<file path="src/rtl/regfile_wb_arbiter.sv">
// Round-robin arbiter that shares the register file write port between NUM_REQ writeback sources.
// Define WB_BYPASS_EN to forward the in-flight write to the read ports; otherwise reads pass straight through.
module regfile_wb_arbiter #(
   parameter int NUM_REQ = 3,
   parameter int DATA_W  = 32,
   parameter int ADDR_W  = 5,
   parameter int CNT_W   = 16
) (
   input  logic                        r_clk,
   input  logic                        reset_n,
   input  logic                        r_clk_enable,
   input  logic [NUM_REQ-1:0]          req_valid,
   input  logic [NUM_REQ*ADDR_W-1:0]   req_reg,
   input  logic [NUM_REQ*DATA_W-1:0]   req_data,
   output logic [NUM_REQ-1:0]          req_ready,
   output logic                        write_control,
   output logic [ADDR_W-1:0]           write_reg,
   output logic [DATA_W-1:0]           write_data,
   output logic [CNT_W-1:0]            commit_cnt,
   input  logic [ADDR_W-1:0]           rd_reg1,
   input  logic [ADDR_W-1:0]           rd_reg2,
   input  logic [DATA_W-1:0]           rf_data1,
   input  logic [DATA_W-1:0]           rf_data2,
   output logic [DATA_W-1:0]           fwd_data1,
   output logic [DATA_W-1:0]           fwd_data2
);

   localparam int PTR_W = $clog2(NUM_REQ);
   localparam logic [PTR_W:0] NUM_REQ_L = (PTR_W+1)'(NUM_REQ);

   logic [PTR_W-1:0]   rr_ptr;
   logic [PTR_W-1:0]   win_idx;
   logic [PTR_W-1:0]   next_ptr;
   logic [PTR_W:0]     cand;
   logic               found;
   logic [NUM_REQ-1:0] grant_vec;
   logic [ADDR_W-1:0]  win_reg;
   logic [DATA_W-1:0]  win_data;

   // Search starts at rr_ptr and wraps, so the most recent winner has lowest priority next.
   always_comb begin
      found   = 1'b0;
      win_idx = '0;
      cand    = '0;
      for (int k = 0; k < NUM_REQ; k++) begin
         cand = {1'b0, rr_ptr} + (PTR_W+1)'(k);
         if (cand >= NUM_REQ_L)
            cand = cand - NUM_REQ_L;
         if (!found && req_valid[cand[PTR_W-1:0]]) begin
            found   = 1'b1;
            win_idx = cand[PTR_W-1:0];
         end
      end
   end

   always_comb begin
      grant_vec = '0;
      win_reg   = '0;
      win_data  = '0;
      for (int i = 0; i < NUM_REQ; i++) begin
         if (found && win_idx == PTR_W'(i)) begin
            grant_vec[i] = 1'b1;
            win_reg      = req_reg[i*ADDR_W +: ADDR_W];
            win_data     = req_data[i*DATA_W +: DATA_W];
         end
      end
   end

   assign next_ptr  = (win_idx == PTR_W'(NUM_REQ-1)) ? '0 : win_idx + 1'b1;
   assign req_ready = (r_clk_enable && reset_n) ? grant_vec : '0;

   always_ff @(posedge r_clk) begin
      if (!reset_n) begin
         write_control <= 1'b0;
         write_reg     <= '0;
         write_data    <= '0;
         commit_cnt    <= '0;
         rr_ptr        <= '0;
      end else if (r_clk_enable) begin
         if (found) begin
            write_reg     <= win_reg;
            write_data    <= win_data;
            write_control <= (win_reg != '0);
            rr_ptr        <= next_ptr;
            if (win_reg != '0 && commit_cnt != '1)
               commit_cnt <= commit_cnt + 1'b1;
         end else begin
            write_control <= 1'b0;
         end
      end
   end

`ifdef WB_BYPASS_EN
   assign fwd_data1 = (write_control && write_reg == rd_reg1 && rd_reg1 != '0) ? write_data : rf_data1;
   assign fwd_data2 = (write_control && write_reg == rd_reg2 && rd_reg2 != '0) ? write_data : rf_data2;
`else
   assign fwd_data1 = rf_data1;
   assign fwd_data2 = rf_data2;
`endif

endmodule

</file>
<file path="config.mk">
export PLATFORM = sky130hd
export DESIGN_NAME = regfile_wb_arbiter
export DESIGN_NICKNAME = d
export VERILOG_FILES = /design/src/rtl/regfile_wb_arbiter.sv
export SDC_FILE = /design/constraint.sdc
export NUM_CORES = 1
export LEC_CHECK = 0
export BUFFER_PORTS_ARGS = -buffer_cell sky130_fd_sc_hd__buf_2
export CORE_AREA = 2 2 120 122
export CTS_BUF_LIST = sky130_fd_sc_hd__clkbuf_4
export CTS_CLUSTER_SIZE = 14
export DETAILED_ROUTE_END_ITERATION = 7
export DIE_AREA = 0 0 122 124
export GPL_ROUTABILITY_DRIVEN = 0
export HOLD_SLACK_MARGIN = 0.12
export PLACE_DENSITY_LB_ADDON = 0.05
export SLEW_MARGIN = 40
export SYNTH_ARGS = -nofsm -noshare
export SYNTH_HDL_FRONTEND = slang
export SYNTH_SLANG_ARGS = --single-unit
export TNS_END_PERCENT = 10
</file>
<file path="constraint.sdc">
create_clock -name r_clk -period 3.05 [get_ports r_clk]
set_input_delay 0.305 -clock r_clk [delete_from_list [all_inputs] [get_ports r_clk]]
set_output_delay 0.305 -clock r_clk [all_outputs]
set_load 0.1 [all_outputs]
</file>
==> metrics.cfg, run 1 <==
[yosys]
synth_flop_cell=dfxtp_1
synth-edff-count=0
seq_area_frac_synth_pct=31.1
syn_nets=666
yosysWarnings=0
synth_cells=471
yosysTopAreaCell=dfxtp_1
synthTopCellsByArea=dfxtp_1, buf_4, a21oi_1
avgSynthCellArea_um2=7.65
ys_ff_latch=56
syn_area_um2=3600
yosysTopAreaCellShare_pct=31.1
yosysUniqueCellTypes=53
async_flop_share_pct=0

[setup_path]
path_cells=inv_1 -> ha_1 -> nor2_1 -> a21oi_1 -> buf_4 -> o221ai_4 -> buf_12 -> and4_1 -> buf_12
critical-path-slowest-cell=dfxtp_1
cp-start-kind=register
rrSetupSlack_ns=0.22
crit_fanout=25
crit_family=buffers and inverters
critical_path_class=reg2out
worst_ep_arrival_time_ns=2.55
crit_path_max_incr_delay_ns=0.47
required_ns=2.74
end_kind=primary output
cp_common_cell=buf_12
critical_path_buf_inv_count=4

[floorplanning]
rows=43
start_util_pct=26.3
die-area_um2=15100
die_h_um=124
die_x_um=122
ioPinCount=312
core_um2=13700

[min_path]
hp-class=in2reg

[route]
drc=0
drt_iter0_markers=216
post_drt_wl_per_cell_um=15.6
detail_route.vias_per_cell=4.88
vias=3629
drt_pass1_iterations=4
antenna_left=0
finalWirelength_um=11600

[global_route]
grt_max_degree=76
grt.met2_usage_pct=24.3
globalRoute.busiestLayer=met2
grt_pass1_vias=3444
grtUsageMet3_pct=5.49
grt_use_total_pct=14.9
grtUsageMet1_pct=18.3
grt_pass1_wl_um=17500
antenna_found_initial=1
overflow=0

[cts]
root_buffer=clkbuf_4
htree_levels=2
cts_max_path_buffers=2
ctsHoldBuffers=0
cts_buffers=5
clkLatencyLatePin_ns=0.41
cts.sinks=56
clkTransAtPathRegs_ns=0.18
cts_setup_buffers=0
cts_tree=done

[sta]
max_slew_margin_pct=59.5
worst_slew_pin_slew_ns=0.607
finalHoldViolations=0
finalMaxSlewViolations=0
setup_violations=0
period_share_pct=93.4
fin_skew_ns=0.00735
timing.final.ws_setup_ns=0.200
min_period_ns=2.85
fmax_mhz=351

[pwr]
leakagePower_uw=0.00193
ir_drop_uv=224
finalPower_uw=2720
power_density_nw_per_um2=632

[placed_design]
pre_cts_ws_ns=0.0815
hpwl_um=8600
io_buffers=173
postPlaceCellArea_um2=4190

[final_layout]
drive_gt1_share_pct=37.2
nets=756
multiInputGateArea_um2=1830
area_growth_pct=19.5
fill_cells=1521
final_cell_mix=buf_2, nor2_1, a21oi_1, dfxtp_1, nor3_1
largest_reg_flops=32
seq_area_um2=1120
final_common_cell=buf_2
fin_area_um2=4300

[outcome]
run_status=complete, no violations

[run]
drv_cap=0

[cells by family (layout without fill, tap and decap cells)]
family | count (synthesis) | after routing | share of synthesized area (%)
AOI/OAI and AO/OA | 129 | 129 | 25.0
DFF | 56 | 56 | 31.1
other | 0 | 1 | 0
xor gates and xnor gates | 1 | 1 | 0.243
adders and majority gates | 4 | 4 | 1.39
buffers and inverters | 110 | 201 | 19.3
and+or+nand+nor | 169 | 169 | 22.4
muxes | 2 | 2 | 0.590
[repair_timing]
item | 4_1_cts | 5_1_grt
cloned | 0 | 0
endpoints found under the setup margin | 3 | 6
resized for setup | 3 | 2
[power by group]
group / switching [uW] / internal [uW]
Clock: 273 / 177
Combinational: 1040 / 373
Sequential: 46.0 / 813
[cell type report]
cell class                 instances  share of cell area [%]
multi-input combinational        305                    42.5
sequential                        56                    26.0
timing repair buffer             182                    23.3
tap                              180                    5.23
clock inverter                     3                    1.08
inverter                          11                   0.959
clock buffer                       5                   0.872
antenna                            1                  0.0581
[worst reg2reg max path, cell delays in order (launching register included)]
cell      delay, ns
dfxtp_1        0.39
inv_1          0.10
ha_4           0.29
and2b_1        0.18
and3_1         0.19
o21ai_2        0.15
o311ai_0       0.16
a22o_1         0.27
a31o_4         0.35
or4_1          0.52
a21oi_1        0.16
[metal layers]
layer  share of wire (%)  up-vias
met3                 8.4       20
met2                  47      148
met1                  43     1642
met4                 1.4        0
met5                   0        -
li1                    -     1819
[cell usage after synthesis (2+ instances only)]
cell type,instances
and3_1,6
o21ai_1,8
o31ai_1,5
o211ai_1,3
a21oi_1,57
or3_1,8
nor2_1,75
nor3_1,38
buf_1,6
dfxtp_1,56
a221o_1,4
clkbuf_1,22
buf_4,65
and2_1,3
a221oi_1,32
ha_1,4
a21bo_2,2
nand2_1,13
a31o_2,2
buf_6,5
inv_1,10
nand2b_1,3
or4_1,5
nand3_1,10
[final timing paths]
kind,cells after the start,to,start
max reg2reg,10,commit_cnt[15]$_SDFFE_PN0P_,rr_ptr[0]$_SDFFE_PN0P_
min,2,rr_ptr[0]$_SDFFE_PN0P_,reset_n
min reg2reg,2,write_reg[2]$_SDFFE_PN0P_,write_reg[2]$_SDFFE_PN0P_
max,9,req_ready[0],rr_ptr[1]$_SDFFE_PN0P_
[per-stage QoR]
stage	instances	util [%]	hold slack [ns]	setup TNS (ns)
after floorplan	471	-	0.458	0
after global placement	734	30.6	0.446	0
after detailed placement	734	30.6	0.455	0
after CTS	742	31.2	0.139	0
after global routing	742	31.4	0.149	-0.00814
final	743	31.4	0.177	0
No activity file was read; power rests on OpenSTA's default activity.
==> run 2: changes to the inputs <==
--- a/config.mk
+++ b/config.mk
@@ -6,11 +6,12 @@
 export NUM_CORES = 1
 export LEC_CHECK = 0
 export BUFFER_PORTS_ARGS = -buffer_cell sky130_fd_sc_hd__buf_2
-export CORE_AREA = 2 2 120 122
+export CELL_PAD_IN_SITES_DETAIL_PLACEMENT = 0
+export CELL_PAD_IN_SITES_GLOBAL_PLACEMENT = 1
+export CORE_UTILIZATION = 25
 export CTS_BUF_LIST = sky130_fd_sc_hd__clkbuf_4
 export CTS_CLUSTER_SIZE = 14
 export DETAILED_ROUTE_END_ITERATION = 7
-export DIE_AREA = 0 0 122 124
 export GPL_ROUTABILITY_DRIVEN = 0
 export HOLD_SLACK_MARGIN = 0.12
 export PLACE_DENSITY_LB_ADDON = 0.05
==> run 2 against run 1 <==
  * Cell count rose by 0.54%
  * Sequential cell count is the same
  * Combinational power grew 3%
  * First-iteration DRC count down 15%
  * Die area is 1.6% lower
  * Setup slack worse by 0.069 ns
  * Largest cell class unchanged
==> metrics.cfg, run 2 (synthesized netlist as in run 1, its figures left out) <==
[floorplanning]
ioPinCount=312  ; unchanged
die_h_um=122  ; -1.6%
die-area_um2=14900  ; -1.6%
start_util_pct=25.8  ; -0.50 points
rows=43  ; unchanged
die_x_um=122  ; about the same
core_um2=14000  ; +2.0%

[global_route]
grt_pass1_wl_um=18500  ; +5.9%
overflow=0  ; unchanged
grt_use_total_pct=16.3  ; +1.4 points
antenna_found_initial=0  ; -1
grt_pass1_vias=3466  ; +0.64%
grt_max_degree=76  ; unchanged

[cts]
cts_tree=done
root_buffer=clkbuf_4
cts_buffers=5  ; unchanged
clkTransAtPathRegs_ns=0.16  ; -0.02 ns
cts_max_path_buffers=2  ; unchanged
clkLatencyLatePin_ns=0.41  ; about the same
ctsHoldBuffers=0  ; unchanged
cts.sinks=56  ; unchanged
htree_levels=2  ; unchanged

[setup_path]
worst_ep_arrival_time_ns=2.61  ; +0.06 ns
crit_fanout=26  ; +4.0%
critical_path_class=reg2out
rrSetupSlack_ns=0.20  ; -0.02 ns
r2r-end=commit_cnt[15]$_SDFFE_PN0P_
end_kind=primary output
required_ns=2.74  ; about the same
worstRegToRegCells=11  ; +1
worstReg2RegStart=rr_ptr[0]$_SDFFE_PN0P_
cp-start-kind=register

[sta]
period_share_pct=95.7  ; +2.3 points
tns_ns=0  ; unchanged
rsz0062_at_grt=no
setup_violations=0  ; unchanged
fin_skew_ns=0.00961  ; +0.00226 ns
finalMaxSlewViolations=0  ; unchanged
worst_slew_pin_slew_ns=0.630  ; +0.0229 ns
worst_hold_slack_ns=0.208  ; +0.0309 ns
finalHoldViolations=0  ; unchanged
max_slew_margin_pct=58.0  ; -1.5 points
min_period_ns=2.92  ; +0.0691 ns
fmax_mhz=343  ; -2.4%

[route]
drt_iter0_markers=184  ; -15%
finalWirelength_um=12000  ; +3.7%
drt_pass1_iterations=4  ; unchanged
post_drt_wl_per_cell_um=16.0  ; +3.1%
detail_route.vias_per_cell=4.95  ; +1.3%
drc=0  ; unchanged
antenna_left=0  ; unchanged
vias=3697  ; +1.9%

[final_layout]
final_cells=747  ; +0.54%
nets=761  ; +0.66%
final_common_cell=buf_2
fin_area_um2=4320  ; +0.44%
area_growth_pct=20.0
multiInputGateArea_um2=1840  ; +0.55%
seq_area_um2=1120  ; +0.11%
antenna_cells=0  ; -1
largest_reg_flops=32  ; unchanged
final_cell_mix=buf_2, nor2_1, a21oi_1, dfxtp_1, nor3_1
drive_gt1_share_pct=38.6  ; +1.4 points
fill_cells=1617  ; +6.3%

[min_path]
min_to=rr_ptr[1]$_SDFFE_PN0P_
hp-class=in2reg
hp-start=reset_n
min_path_cells=2  ; unchanged

[pwr]
power_frac_clock_pct=13.8  ; -2.7 points
power_density_nw_per_um2=618  ; -2.2%
p_switching_uw=1350  ; -0.37%
seqPwrFrac_pct=32.0  ; +0.5 points
swShare_pct=50.7  ; +0.72 points
leakagePower_uw=0.00195  ; +0.84%
ir_drop_uv=177  ; -21%
power_frac_comb_pct=54.2  ; +2.3 points
p_int_uw=1320  ; -3.2%

[outcome]
run_status=complete, no violations

[placed_design]
postPlaceCellArea_um2=4220  ; +0.66%
io_buffers=173  ; unchanged
dp_cells=737  ; +0.41%
hpwl_um=8860  ; +3.0%

[run]
drv_cap=0  ; unchanged

run 2: worst max path at each step:
| stage | cells past startpoint | slack (ns) | end | startpoint |
|---|---|---|---|---|
| floorplan | 8 | 0.19 | req_ready[1] | rr_ptr[0]$_SDFFE_PN0P_ |
| global placement | 11 | 0.17 | commit_cnt[1]$_SDFFE_PN0P_ | rr_ptr[0]$_SDFFE_PN0P_ |
| detailed placement | 11 | 0.1 | commit_cnt[1]$_SDFFE_PN0P_ | rr_ptr[0]$_SDFFE_PN0P_ |
| CTS | 9 | 0.03 | req_ready[0] | rr_ptr[0]$_SDFFE_PN0P_ |
| global route | 9 | 0.007 | req_ready[0] | rr_ptr[0]$_SDFFE_PN0P_ |
| finish | 9 | 0.13 | req_ready[0] | rr_ptr[0]$_SDFFE_PN0P_ |
run 2: layout make-up:
type	instances	area share, %
tap	180	5.21
inverter	11	0.955
multi-input combinational	305	42.5
sequential	56	26.0
clock buffer	7	1.22
timing repair buffer	187	23.9
clock inverter	1	0.203
run 2: power groups by stage:
stage / sequential (uW) / clock (uW) / combinational [uW]
2_1_floorplan: 1420 / 0 / 950
3_3_place_gp: 870 / 0 / 1440
3_5_place_dp: 871 / 0 / 1440
4_1_cts: 857 / 401 / 1460
5_1_grt: 869 / 423 / 1560
6_report: 856 / 368 / 1450
run 2: routing by layer:
| layer | GRT usage, % | up-vias | wire [um] |
|---|---|---|---|
| met1 | 19.9 | 1698 | 5180 |
| met5 | 0 | - | 0 |
| met3 | 5.20 | 23 | 970 |
| li1 | - | 1822 | - |
| met2 | 26.5 | 154 | 5590 |
| met4 | 6.17 | 0 | 244 |
run 2: worst max-delay path, cell delays in order (launching register included):
cell     delay, ns
dfxtp_2       0.38
inv_1         0.08
ha_4          0.32
inv_1         0.06
a211o_1       0.30
a21o_1        0.21
and2_2        0.24
buf_8         0.17
and4_2        0.27
buf_12        0.17
run 2: repair_timing:
item                                    CTS  global route
pin swaps                                 0             1
endpoints found under the setup margin    2             2
resized for setup                         5             3
setup buffers                             0             2
run 2: per-stage QoR:
stage / utilization [%] / worst slack, ns / total power [uW]
after floorplan: - / 0.188 / 2370
after global placement: 30.2 / 0.167 / 2310
after detailed placement: 30.2 / 0.0952 / 2310
after CTS: 30.8 / 0.0264 / 2720
after global routing: 30.9 / 0.00747 / 2850
final: 30.9 / 0.131 / 2670
==> run 3: changes to the inputs <==
==> constraint.sdc (replaced) <==
create_clock -name r_clk -period 2.7 [get_ports r_clk]
set_input_delay 0.27 -clock r_clk [delete_from_list [all_inputs] [get_ports r_clk]]
set_output_delay 0.27 -clock r_clk [all_outputs]
set_load 0.1 [all_outputs]
==> run 3 against run 2 <==
  * The run now ends with negative setup slack left
  * First-iteration DRC count rose by 20%
  * Wire length increased by 8.6%
  * Register-to-register slack lost 0.25 ns
  * Critical path depth grew 4
  * Hold slack worse by 0.040 ns
  * Cell area rose by 16%
  * Via count rose by 3.5%
  * Die area unchanged
  * Cell count grew 5.0%
  * Global-route usage up 1.0 points
  * Non-clock buffer count is 37 higher
==> metrics.cfg, run 3 (synthesized netlist as in run 1, its figures left out) <==
[outcome]
run_status=finished with violations
violations=negative setup slack

[global_route]
globalRoute.busiestLayer=met2
grt.met2_usage_pct=29.0  ; +2.5 points
grt_use_total_pct=17.3  ; +1.0 points
antenna_found_initial=0  ; unchanged
overflow=0  ; unchanged
grt_pass1_wl_um=19400  ; +4.6%
grtUsageMet3_pct=4.92  ; -0.28 points
grt_pass1_vias=3631  ; +4.8%
grt_max_degree=62  ; -18%
grtUsageMet1_pct=21.0  ; +1.1 points

[pwr]
ir_drop_uv=209  ; +18%
power_frac_comb_pct=57.9  ; +3.7 points
p_switching_uw=1660  ; +22%
swShare_pct=47.9  ; -2.8 points
seqPwrFrac_pct=28.0  ; -4.0 points
leakagePower_uw=0.00224  ; +15%
power_frac_clock_pct=14.1  ; +0.3 points
power_density_nw_per_um2=691  ; +12%
p_int_uw=1800  ; +37%

[route]
drt_iter0_markers=221  ; +20%
antenna_left=0  ; unchanged
drt_pass1_iterations=4  ; unchanged
detail_route.vias_per_cell=4.88  ; -1.3%
vias=3828  ; +3.5%
drc=0  ; unchanged
finalWirelength_um=13000  ; +8.6%
post_drt_wl_per_cell_um=16.6  ; +3.5%

[setup_path]
cp_common_cell=buf_6
crit_fanout=6  ; -77%
cp-start-kind=register
worst_ep_arrival_time_ns=3.10  ; +0.49 ns
end_kind=register
required_ns=3.06  ; +0.32 ns
critical_path_class=reg2reg
crit_path_max_incr_delay_ns=0.36  ; -0.02 ns
path_cells=buf_6 -> ha_4 -> buf_6 -> a22oi_2 -> nand3_1 -> a21o_1 -> o311ai_1 -> a22o_1 -> a31o_4 -> buf_12 -> buf_4 -> or3_4 -> a21oi_2
critical-path-slowest-cell=dfxtp_2
critical_path_buf_inv_count=4  ; unchanged
crit_family=compound AO/OA/AOI/OAI gates

[placed_design]
postPlaceCellArea_um2=4350  ; +3.1%
pre_cts_ws_ns=-0.165  ; -0.260 ns
io_buffers=173  ; unchanged
hpwl_um=9010  ; +1.7%

[run]
drv_cap=0  ; unchanged

[sta]
min_period_ns=2.75
worst_hold_slack_ns=0.168  ; -0.0398 ns
finalHoldViolations=0  ; unchanged
finalMaxSlewViolations=0  ; unchanged
fmax_mhz=364
period_share_pct=102
worst_slew_pin_slew_ns=0.652  ; +0.0212 ns
setup_violations=9  ; +9
rsz0062_at_grt=yes
fin_skew_ns=0.0175  ; +0.00788 ns
max_slew_margin_pct=56.6  ; -1.4 points
tns_ns=-0.276  ; -0.276 ns
timing.final.ws_setup_ns=-0.0471  ; -0.178 ns

[final_layout]
area_growth_pct=38.9
utilization_pct=35.8  ; +4.9 points
largest_reg_flops=32  ; unchanged
final_common_cell=buf_2
fin_area_um2=5000  ; +16%
antenna_cells=0  ; unchanged
fill_cells=1563  ; -3.3%
final_cell_mix=buf_2, nor2_1, dfxtp_1, a21oi_1, nor3_1
nets=798  ; +4.9%
drive_gt1_share_pct=48.3  ; +9.7 points

[floorplanning]
core_um2=14000  ; unchanged
ioPinCount=312  ; unchanged
die_h_um=122  ; unchanged
rows=43  ; unchanged
start_util_pct=25.8  ; unchanged
die_x_um=122  ; unchanged
die-area_um2=14900  ; unchanged

[cts]
cts_buffers=5  ; unchanged
root_buffer=clkbuf_4
htree_levels=2  ; unchanged
cts_max_path_buffers=2  ; unchanged
cts_tree=done
cts.sinks=56  ; unchanged
clkTransAtPathRegs_ns=0.18  ; +0.02 ns
clkLatencyLatePin_ns=0.42  ; about the same

[min_path]
hp-class=in2reg

[run 3: changes by cell type in the layout (fill, tap and decap cells not counted), sizes merged]
cell         previous run  this run
clkinv                  1         2
bufbuf                  0         3
buf                   187       220
bufinv                  0         1
clkbuf                  7         5
dlygate4sd3             0         1
[run 3: layer usage]
metal	wire (um)	vias to the layer above
li1	-	1901
met5	0	-
met4	226	0
met2	6310	149
met1	5620	1756
met3	855	22
[run 3: what timing repair did]
item,in CTS,in global routing
cloned,3,0
setup buffers,16,2
endpoints found under the setup margin,23,45
pin swaps,21,17
hold buffers,1,0
resized for setup,34,37
endpoints found under the hold margin,1,0
[run 3: cell type report]
cell class | instances | area (um^2) | share of cell area (%)
Multi-Input combinational cell | 305 | 2080 | 41.5
Timing Repair Buffer | 224 | 1460 | 29.1
Sequential cell | 56 | 1120 | 22.5
Tap cell | 180 | 225 | 4.50
Clock inverter | 3 | 42.5 | 0.850
Inverter | 11 | 41.3 | 0.825
Clock buffer | 5 | 37.5 | 0.750
[run 3: worst min-delay path, delay by kind of cell]
family | cells | cell delay (ns)
buffers and inverters | 1 | 0.09
AO/OA/AOI/OAI | 2 | 0.20
[run 3: metrics by stage]
step / total power (uW) / cells
after CTS: 3400 / 782
after global routing: 3660 / 784
after global placement: 2650 / 754
after floorplan: 2680 / 471
final: 3460 / 784
after detailed placement: 2660 / 754
[run 3: final timing paths]
path / start / endpoint / slack [ns] / depth (start not counted)
hold reg to reg: write_reg[0]$_SDFFE_PN0P_ / write_reg[0]$_SDFFE_PN0P_ / 0.47 / 2
hold / removal: req_reg[12] / write_reg[2]$_SDFFE_PN0P_ / 0.17 / 3
setup / recovery: rr_ptr[1]$_SDFFE_PN0P_ / commit_cnt[4]$_SDFFE_PN0P_ / -0.05 / 13
setup reg to reg: rr_ptr[1]$_SDFFE_PN0P_ / commit_cnt[4]$_SDFFE_PN0P_ / -0.05 / 13
[run 3: power by group through the flow]
stage          clock network (uW)  logic (uW)  registers, uW
3_5_place_dp                    0        1670            983
4_1_cts                       527        1910            967
5_1_grt                       547        2140            979
6_report                      487        2000            968
2_1_floorplan                   0        1070           1610
3_3_place_gp                    0        1670            981
